==> config.mk <==
export PLATFORM = sky130hd
export DESIGN_NAME = mtm_alu_host_tx
export DESIGN_NICKNAME = d
export VERILOG_FILES = /design/src/rtl/mtm_alu_pkg.sv /design/src/rtl/mtm_alu_pkt_tx.sv /design/src/rtl/mtm_alu_host_tx.sv
export SDC_FILE = /design/constraint.sdc
export NUM_CORES = 1
export LEC_CHECK = 0
export CORE_MARGIN = 2
export CORE_UTILIZATION = 56
export DETAILED_ROUTE_END_ITERATION = 12
export PLACE_DENSITY = 0.92
export SYNTH_ARGS = -nofsm -noshare
export SYNTH_HDL_FRONTEND = slang
export SYNTH_SLANG_ARGS = --single-unit
==> constraint.sdc <==
create_clock -name clk -period 4.67 [get_ports clk]
set_clock_uncertainty 0.2 [all_clocks]
set_input_delay 0.934 -clock clk [delete_from_list [all_inputs] [get_ports clk]]
set_output_delay 0.934 -clock clk [all_outputs]
set_load 0.05 [all_outputs]
==> src/rtl/mtm_alu_pkg.sv <==
// Shared definitions for the ALU serial input protocol: packet/frame geometry,
// packet type codes, the host transmitter FSM states and the reference CRC4.
package mtm_alu_pkg;

  localparam int unsigned PKT_BITS   = 11;
  localparam int unsigned FRAME_PKTS = 9;

  localparam logic TYPE_DATA = 1'b0;
  localparam logic TYPE_CTL  = 1'b1;

  // x^4 + x + 1, feedback taps applied after the shift
  localparam logic [3:0] CRC4_POLY = 4'b0011;

  typedef enum logic [2:0] {
    StIdle,
    StSendB,
    StSendA,
    StSendCtl,
    StGap
  } tx_state_e;

  function automatic logic [3:0] crc4_68(input logic [67:0] d);
    logic [3:0] c;
    logic       fb;
    c = 4'b0000;
    for (int i = 67; i >= 0; i--) begin
      fb = c[3] ^ d[i];
      c  = {c[2:0], 1'b0} ^ (fb ? CRC4_POLY : 4'b0000);
    end
    return c;
  endfunction

endpackage

==> src/rtl/mtm_alu_pkt_tx.sv <==
// Single-packet serializer: start bit, type bit, 8 payload bits MSB first, stop bit.
// A load may coincide with the stop bit so packets run back to back.
module mtm_alu_pkt_tx
  import mtm_alu_pkg::*;
(
  input  logic       clk,
  input  logic       rst,
  input  logic       i_load,
  input  logic       i_type,
  input  logic [7:0] i_payload,
  output logic       o_sout,
  output logic       o_done
);

  logic [9:0] r_shift;
  logic [3:0] r_bit_cnt;
  logic       r_active;
  logic       r_sout;

  always_ff @(posedge clk) begin
    if (rst) begin
      r_shift   <= '0;
      r_bit_cnt <= '0;
      r_active  <= 1'b0;
      r_sout    <= 1'b1;
    end else if (i_load) begin
      r_sout    <= 1'b0;
      r_shift   <= {i_type, i_payload, 1'b1};
      r_bit_cnt <= '0;
      r_active  <= 1'b1;
    end else if (r_active) begin
      if (r_bit_cnt == 4'(PKT_BITS - 1)) begin
        r_active  <= 1'b0;
        r_bit_cnt <= '0;
        r_sout    <= 1'b1;
      end else begin
        r_sout    <= r_shift[9];
        r_shift   <= {r_shift[8:0], 1'b0};
        r_bit_cnt <= r_bit_cnt + 4'd1;
      end
    end
  end

  assign o_sout = r_sout;
  assign o_done = r_active && (r_bit_cnt == 4'(PKT_BITS - 1));

endmodule

==> src/rtl/mtm_alu_host_tx.sv <==
// Host-side ALU frame transmitter: accepts (A, B, OP) on valid/ready and sends
// 4 B packets, 4 A packets and one control packet, then an idle-high gap.
module mtm_alu_host_tx
  import mtm_alu_pkg::*;
#(
  parameter int unsigned IDLE_BITS = 2
) (
  input  logic        clk,
  input  logic        rst,
  input  logic [31:0] a_i,
  input  logic [31:0] b_i,
  input  logic [2:0]  op_i,
  input  logic        crc_err_i,
  input  logic        valid_i,
  output logic        ready_o,
  output logic        busy_o,
  output logic        sout
);

  tx_state_e   r_state;
  logic [31:0] r_a;
  logic [31:0] r_b;
  logic [2:0]  r_op;
  logic        r_crc_err;
  logic [1:0]  r_byte_cnt;
  logic [3:0]  r_gap_cnt;
  logic        r_ready;
  logic        r_busy;

  logic        w_load;
  logic        w_type;
  logic [7:0]  w_payload;
  logic        w_done;
  logic [1:0]  w_byte_nxt;
  logic [3:0]  w_crc;
  logic [7:0]  w_ctl;

  function automatic logic [7:0] byte_of(input logic [31:0] w, input logic [1:0] idx);
    logic [7:0] b;
    unique case (idx)
      2'd0:    b = w[31:24];
      2'd1:    b = w[23:16];
      2'd2:    b = w[15:8];
      default: b = w[7:0];
    endcase
    return b;
  endfunction

  assign w_byte_nxt = r_byte_cnt + 2'd1;
  assign w_crc      = crc4_68({r_b, r_a, 1'b1, r_op});
  assign w_ctl      = {1'b0, r_op, w_crc ^ {3'b000, r_crc_err}};

  // Loads are combinational so the first start bit leaves on the transfer edge.
  always_comb begin
    w_load    = 1'b0;
    w_type    = TYPE_DATA;
    w_payload = b_i[31:24];
    unique case (r_state)
      StIdle: w_load = valid_i && r_ready;
      StSendB: begin
        w_load    = w_done;
        w_payload = (r_byte_cnt == 2'd3) ? r_a[31:24] : byte_of(r_b, w_byte_nxt);
      end
      StSendA: begin
        w_load = w_done;
        if (r_byte_cnt == 2'd3) begin
          w_type    = TYPE_CTL;
          w_payload = w_ctl;
        end else begin
          w_payload = byte_of(r_a, w_byte_nxt);
        end
      end
      default: ;
    endcase
  end

  always_ff @(posedge clk) begin
    if (rst) begin
      r_state    <= StIdle;
      r_a        <= '0;
      r_b        <= '0;
      r_op       <= '0;
      r_crc_err  <= 1'b0;
      r_byte_cnt <= '0;
      r_gap_cnt  <= '0;
      r_ready    <= 1'b0;
      r_busy     <= 1'b0;
    end else begin
      unique case (r_state)
        StIdle: begin
          r_ready <= 1'b1;
          if (valid_i && r_ready) begin
            r_a        <= a_i;
            r_b        <= b_i;
            r_op       <= op_i;
            r_crc_err  <= crc_err_i;
            r_byte_cnt <= '0;
            r_ready    <= 1'b0;
            r_busy     <= 1'b1;
            r_state    <= StSendB;
          end
        end
        StSendB: begin
          if (w_done) begin
            r_byte_cnt <= w_byte_nxt;
            if (r_byte_cnt == 2'd3) r_state <= StSendA;
          end
        end
        StSendA: begin
          if (w_done) begin
            r_byte_cnt <= w_byte_nxt;
            if (r_byte_cnt == 2'd3) r_state <= StSendCtl;
          end
        end
        StSendCtl: begin
          if (w_done) begin
            r_gap_cnt <= '0;
            r_state   <= StGap;
          end
        end
        StGap: begin
          if (r_gap_cnt == 4'(IDLE_BITS - 1)) begin
            r_gap_cnt <= '0;
            r_busy    <= 1'b0;
            r_ready   <= 1'b1;
            r_state   <= StIdle;
          end else begin
            r_gap_cnt <= r_gap_cnt + 4'd1;
          end
        end
        default: r_state <= StIdle;
      endcase
    end
  end

  mtm_alu_pkt_tx u_pkt_tx (
    .clk       (clk),
    .rst       (rst),
    .i_load    (w_load),
    .i_type    (w_type),
    .i_payload (w_payload),
    .o_sout    (sout),
    .o_done    (w_done)
  );

  assign ready_o = r_ready;
  assign busy_o  = r_busy;

endmodule

==> results.py <==
metrics = {
    "yosys": {
        "syn_inst": 661,
        "yosysWarnings": 0,
        "synth_top_area_cell": "dfxtp_1",
        "synth_adder_area_share_pct": 1.60,
        "synth_top_family_by_area": "XOR/XNOR gates",
        "synth_nets": 739,
        "synth_top_flop_cell": "dfxtp_1",
        "muxShareOfSynthArea_pct": 0.573,
        "yosysSeqAreaShare_pct": 34.8,
        "async_flop_share_pct": 0,
        "mappedNetlistArea_um2": 5460,
        "synth_xor_area_share_pct": 23.3,
        "syn_avg_cell_area_um2": 8.26,
        "synth_cell_types": 51,
        "synth-compound-area-share_pct": 19.1,
        "yosysTopAreaCellShare_pct": 34.8,
        "synth_seq_cells": 95,
        "synthSimpleGateAreaFrac_pct": 17.0,
        "synth_edf_count": 0,
        "synthTopCellsByArea": "dfxtp_1, xnor2_1, nand2_1, a21oi_1, xnor3_1",
    },
    "sta": {
        "drv_slew": 0,
        "post-route-period-util_pct": 77.2,
        "rsz0062_at_grt": "no",
        "whs_ns": 0.289,
        "hold_violations": 0,
        "setup_viol": 0,
        "worst_pin_slew_ns": 0.967,
        "fin_setup_tns_ns": 0,
        "slew_headroom_pct": 35.3,
        "timing.fmax_ghz": 0.277,
        "fin_crit_ns": 3.61,
    },
    "place": {
        "dp_hpwl_um": 11200,
        "portBuffers": 73,
        "placed_cells": 825,
        "gp_congestion": 0.925,
    },
    "clock_tree": {
        "postCtsSetupRepairBufs": 0,
        "cts_resized": 0,
        "clock-root-buffer": "clkbuf_8",
        "postCtsHoldBufs": 0,
        "numCtsBuffers": 9,
        "path_clk_slew_ns": 0.09,
        "clk_latency_ns": 0.38,
        "cts_max_level": 3,
        "cts_buffer_depth": 2,
        "cts_tree": "done",
        "cts.sinks": 95,
    },
    "setup_path": {
        "path_max_fanout": 4,
        "worst-r2r-setup-slack_ns": 1.06,
        "required_ns": 4.72,
        "path_class": "reg -> reg",
        "crit_end": "u_pkt_tx.r_shift[1]",
        "r2r-end": "u_pkt_tx.r_shift[1]",
        "crit_path_end_kind": "flip-flop",
        "cp-start-kind": "flip-flop",
        "critical_path_arrival_ns": 3.66,
        "cp-startpoint": "r_a[30]",
        "reg2regPathDepth": 9,
        "reg2reg_from": "r_a[30]",
    },
    "routing": {
        "vias_per_cell": 5.92,
        "firstDrtPassIters": 7,
        "drc": 0,
        "wl_per_cell_um": 18.3,
        "ant_nets": 0,
        "totalWireLength_um": 15400,
        "drt_iter0_markers": 645,
        "vias": 4976,
    },
    "finish": {
        "n_antenna_cell": 0,
        "final_layout_size_suffix_gt1_share_pct": 4.80,
        "area_growth_pct": 16.8,
        "nets": 781,
        "layoutNonFillerInstCount": 841,
        "fill_cells": 788,
        "final_util_pct": 66.5,
    },
    "global_route": {
        "grt_use_total_pct": 29.7,
        "grt_pass1_vias": 4681,
        "overflow": 0,
        "antenna_found_initial": 0,
        "grt_max_degree": 73,
        "grt_pass1_wl_um": 23700,
    },
    "die": {
        "num_io_pins": 74,
        "rows": 36,
        "die_y_um": 103,
        "fp.dieArea_um2": 10600,
        "placeableCoreArea_um2": 9590,
        "start_util_pct": 56.9,
        "fp.dieW_um": 103,
    },
    "run_status": {
        "status": "finished clean",
    },
    "pwr": {
        "clkPwrFrac_pct": 16.2,
        "comb_power_share_pct": 53.9,
        "ir_drop_mv": 0.427,
        "switchingPower_mw": 1.05,
        "leakagePower_nw": 2.26,
        "power_switching_share_pct": 34.2,
        "p_int_mw": 2.01,
        "power_density_nw_per_um2": 479,
        "seqPwrFrac_pct": 29.9,
    },
    "run": {
        "cap_violations": 0,
    },
    "min_path": {
        "hp-class": "reg -> reg",
    },
}
[sequential cells by signal, indices dropped and copies added, names as in the netlist, 2 cells and up]
register            cells
r_a                    32
r_b                    32
r_byte_cnt              2
r_gap_cnt               4
r_op                    3
r_state                 3
u_pkt_tx.r_bit_cnt      4
u_pkt_tx.r_shift       10
[critical path, cell delays in order (launching register included)]
cell and delay (ns):
dfxtp_1 0.38, xnor3_1 0.47, xnor2_1 0.41, xnor2_1 0.23, xnor3_1 0.41, xnor2_2 0.23, xnor3_1 0.41, xor2_1 0.23
a31oi_1 0.11, a2111oi_1 0.40
[synth_stat cells, types with 2 or more instances]
master / instances
nand2_1: 164
a21oi_1: 95
dfxtp_1: 95
xnor2_1: 72
clkbuf_1: 42
nor2_1: 27
a222oi_1: 17
o21ai_0: 16
xnor3_1: 15
xor2_1: 14
nor3_1: 12
o22ai_1: 8
ha_1: 7
nand3_1: 7
a221oi_1: 6
inv_1: 6
nor2b_1: 5
a211oi_1: 4
a22oi_1: 4
xnor3_2: 4
nand2b_1: 3
a22o_1: 2
a311oi_1: 2
a31oi_1: 2
mux2i_1: 2
nor3b_1: 2
o21bai_1: 2
or2_2: 2
or3_1: 2
[metrics by stage]
step / area [um^2] / setup slack, ns / total power [mW]
2_1_floorplan: 5460 / 1.39 / 2.24
3_3_place_gp: 6210 / 1.25 / 2.54
3_5_place_dp: 6210 / 1.16 / 2.55
4_1_cts: 6380 / 1.15 / 3.04
5_1_grt: 6380 / 0.988 / 3.17
6_report: 6380 / 1.06 / 3.06
[power groups by stage]
| stage | Clock, mW | Combinational [mW] | Sequential (mW) |
|---|---|---|---|
| after global routing | 0.533 | 1.72 | 0.919 |
| after floorplan | 0 | 1.32 | 0.919 |
| final | 0.495 | 1.65 | 0.914 |
| after detailed placement | 0 | 1.62 | 0.931 |
| after CTS | 0.500 | 1.63 | 0.912 |
| after global placement | 0 | 1.61 | 0.928 |
[routing by layer]
layer / up-vias / track usage, % / wire [um]
met5: - / 0 / 0
met2: 234 / 49.1 / 7330
met4: 0 / 13.2 / 641
met3: 52 / 6.24 / 1200
li1: 2358 / - / -
met1: 2332 / 37.6 / 6200
[cells by family after synthesis]
| kind of cell | count (synthesis) |
|---|---|
| xor+xnor | 109 |
| simple gates | 228 |
| flops | 95 |
| compound gates | 168 |
| mux | 3 |
| buf+inv | 51 |
| fa+ha+maj | 7 |
[cell type report]
cell class,instances,area [um^2],area share (%)
clock buffer,13,149,2.33
clock inverter,3,18.8,0.294
inverter,6,22.5,0.353
tap,133,166,2.61
timing repair buffer,76,748,11.7
multi-input combinational,515,3370,52.9
sequential,95,1900,29.8
[layout by cell type, fill, tap and decap left out, drive strengths merged, types with 3 or more instances in the layout]
cell type / netlist / routed
nand2: 164 / 164
a21oi: 95 / 95
dfxtp: 95 / 95
xnor2: 74 / 74
clkdlybuf4s50: 0 / 72
nor2: 28 / 28
xnor3: 19 / 19
a222oi: 17 / 17
o21ai: 16 / 16
xor2: 15 / 15
clkbuf: 43 / 13
nor3: 12 / 12
o22ai: 8 / 8
nand3: 7 / 7
ha: 7 / 7
inv: 6 / 6
a221oi: 6 / 6
nor2b: 5 / 5
a211oi: 4 / 4
a22oi: 4 / 4
buf: 2 / 4
nand2b: 3 / 3
clkinv: 0 / 3
[worst min-delay path by stage]
| stage | cells after the start | slack (ns) | endpoint | startpoint |
|---|---|---|---|---|
| 3_3_place_gp | 2 | 0.26 | u_pkt_tx.r_shift[8] | u_pkt_tx.r_shift[7] |
| 2_1_floorplan | 2 | 0.25 | r_crc_err | r_crc_err |
| 6_report | 2 | 0.29 | u_pkt_tx.r_shift[8] | u_pkt_tx.r_shift[7] |
| 3_5_place_dp | 2 | 0.27 | u_pkt_tx.r_shift[8] | u_pkt_tx.r_shift[7] |
| 4_1_cts | 2 | 0.29 | u_pkt_tx.r_shift[8] | u_pkt_tx.r_shift[7] |
| 5_1_grt | 2 | 0.32 | u_pkt_tx.r_shift[8] | u_pkt_tx.r_shift[7] |
Note: power is estimated with default switching activity, not from simulation.
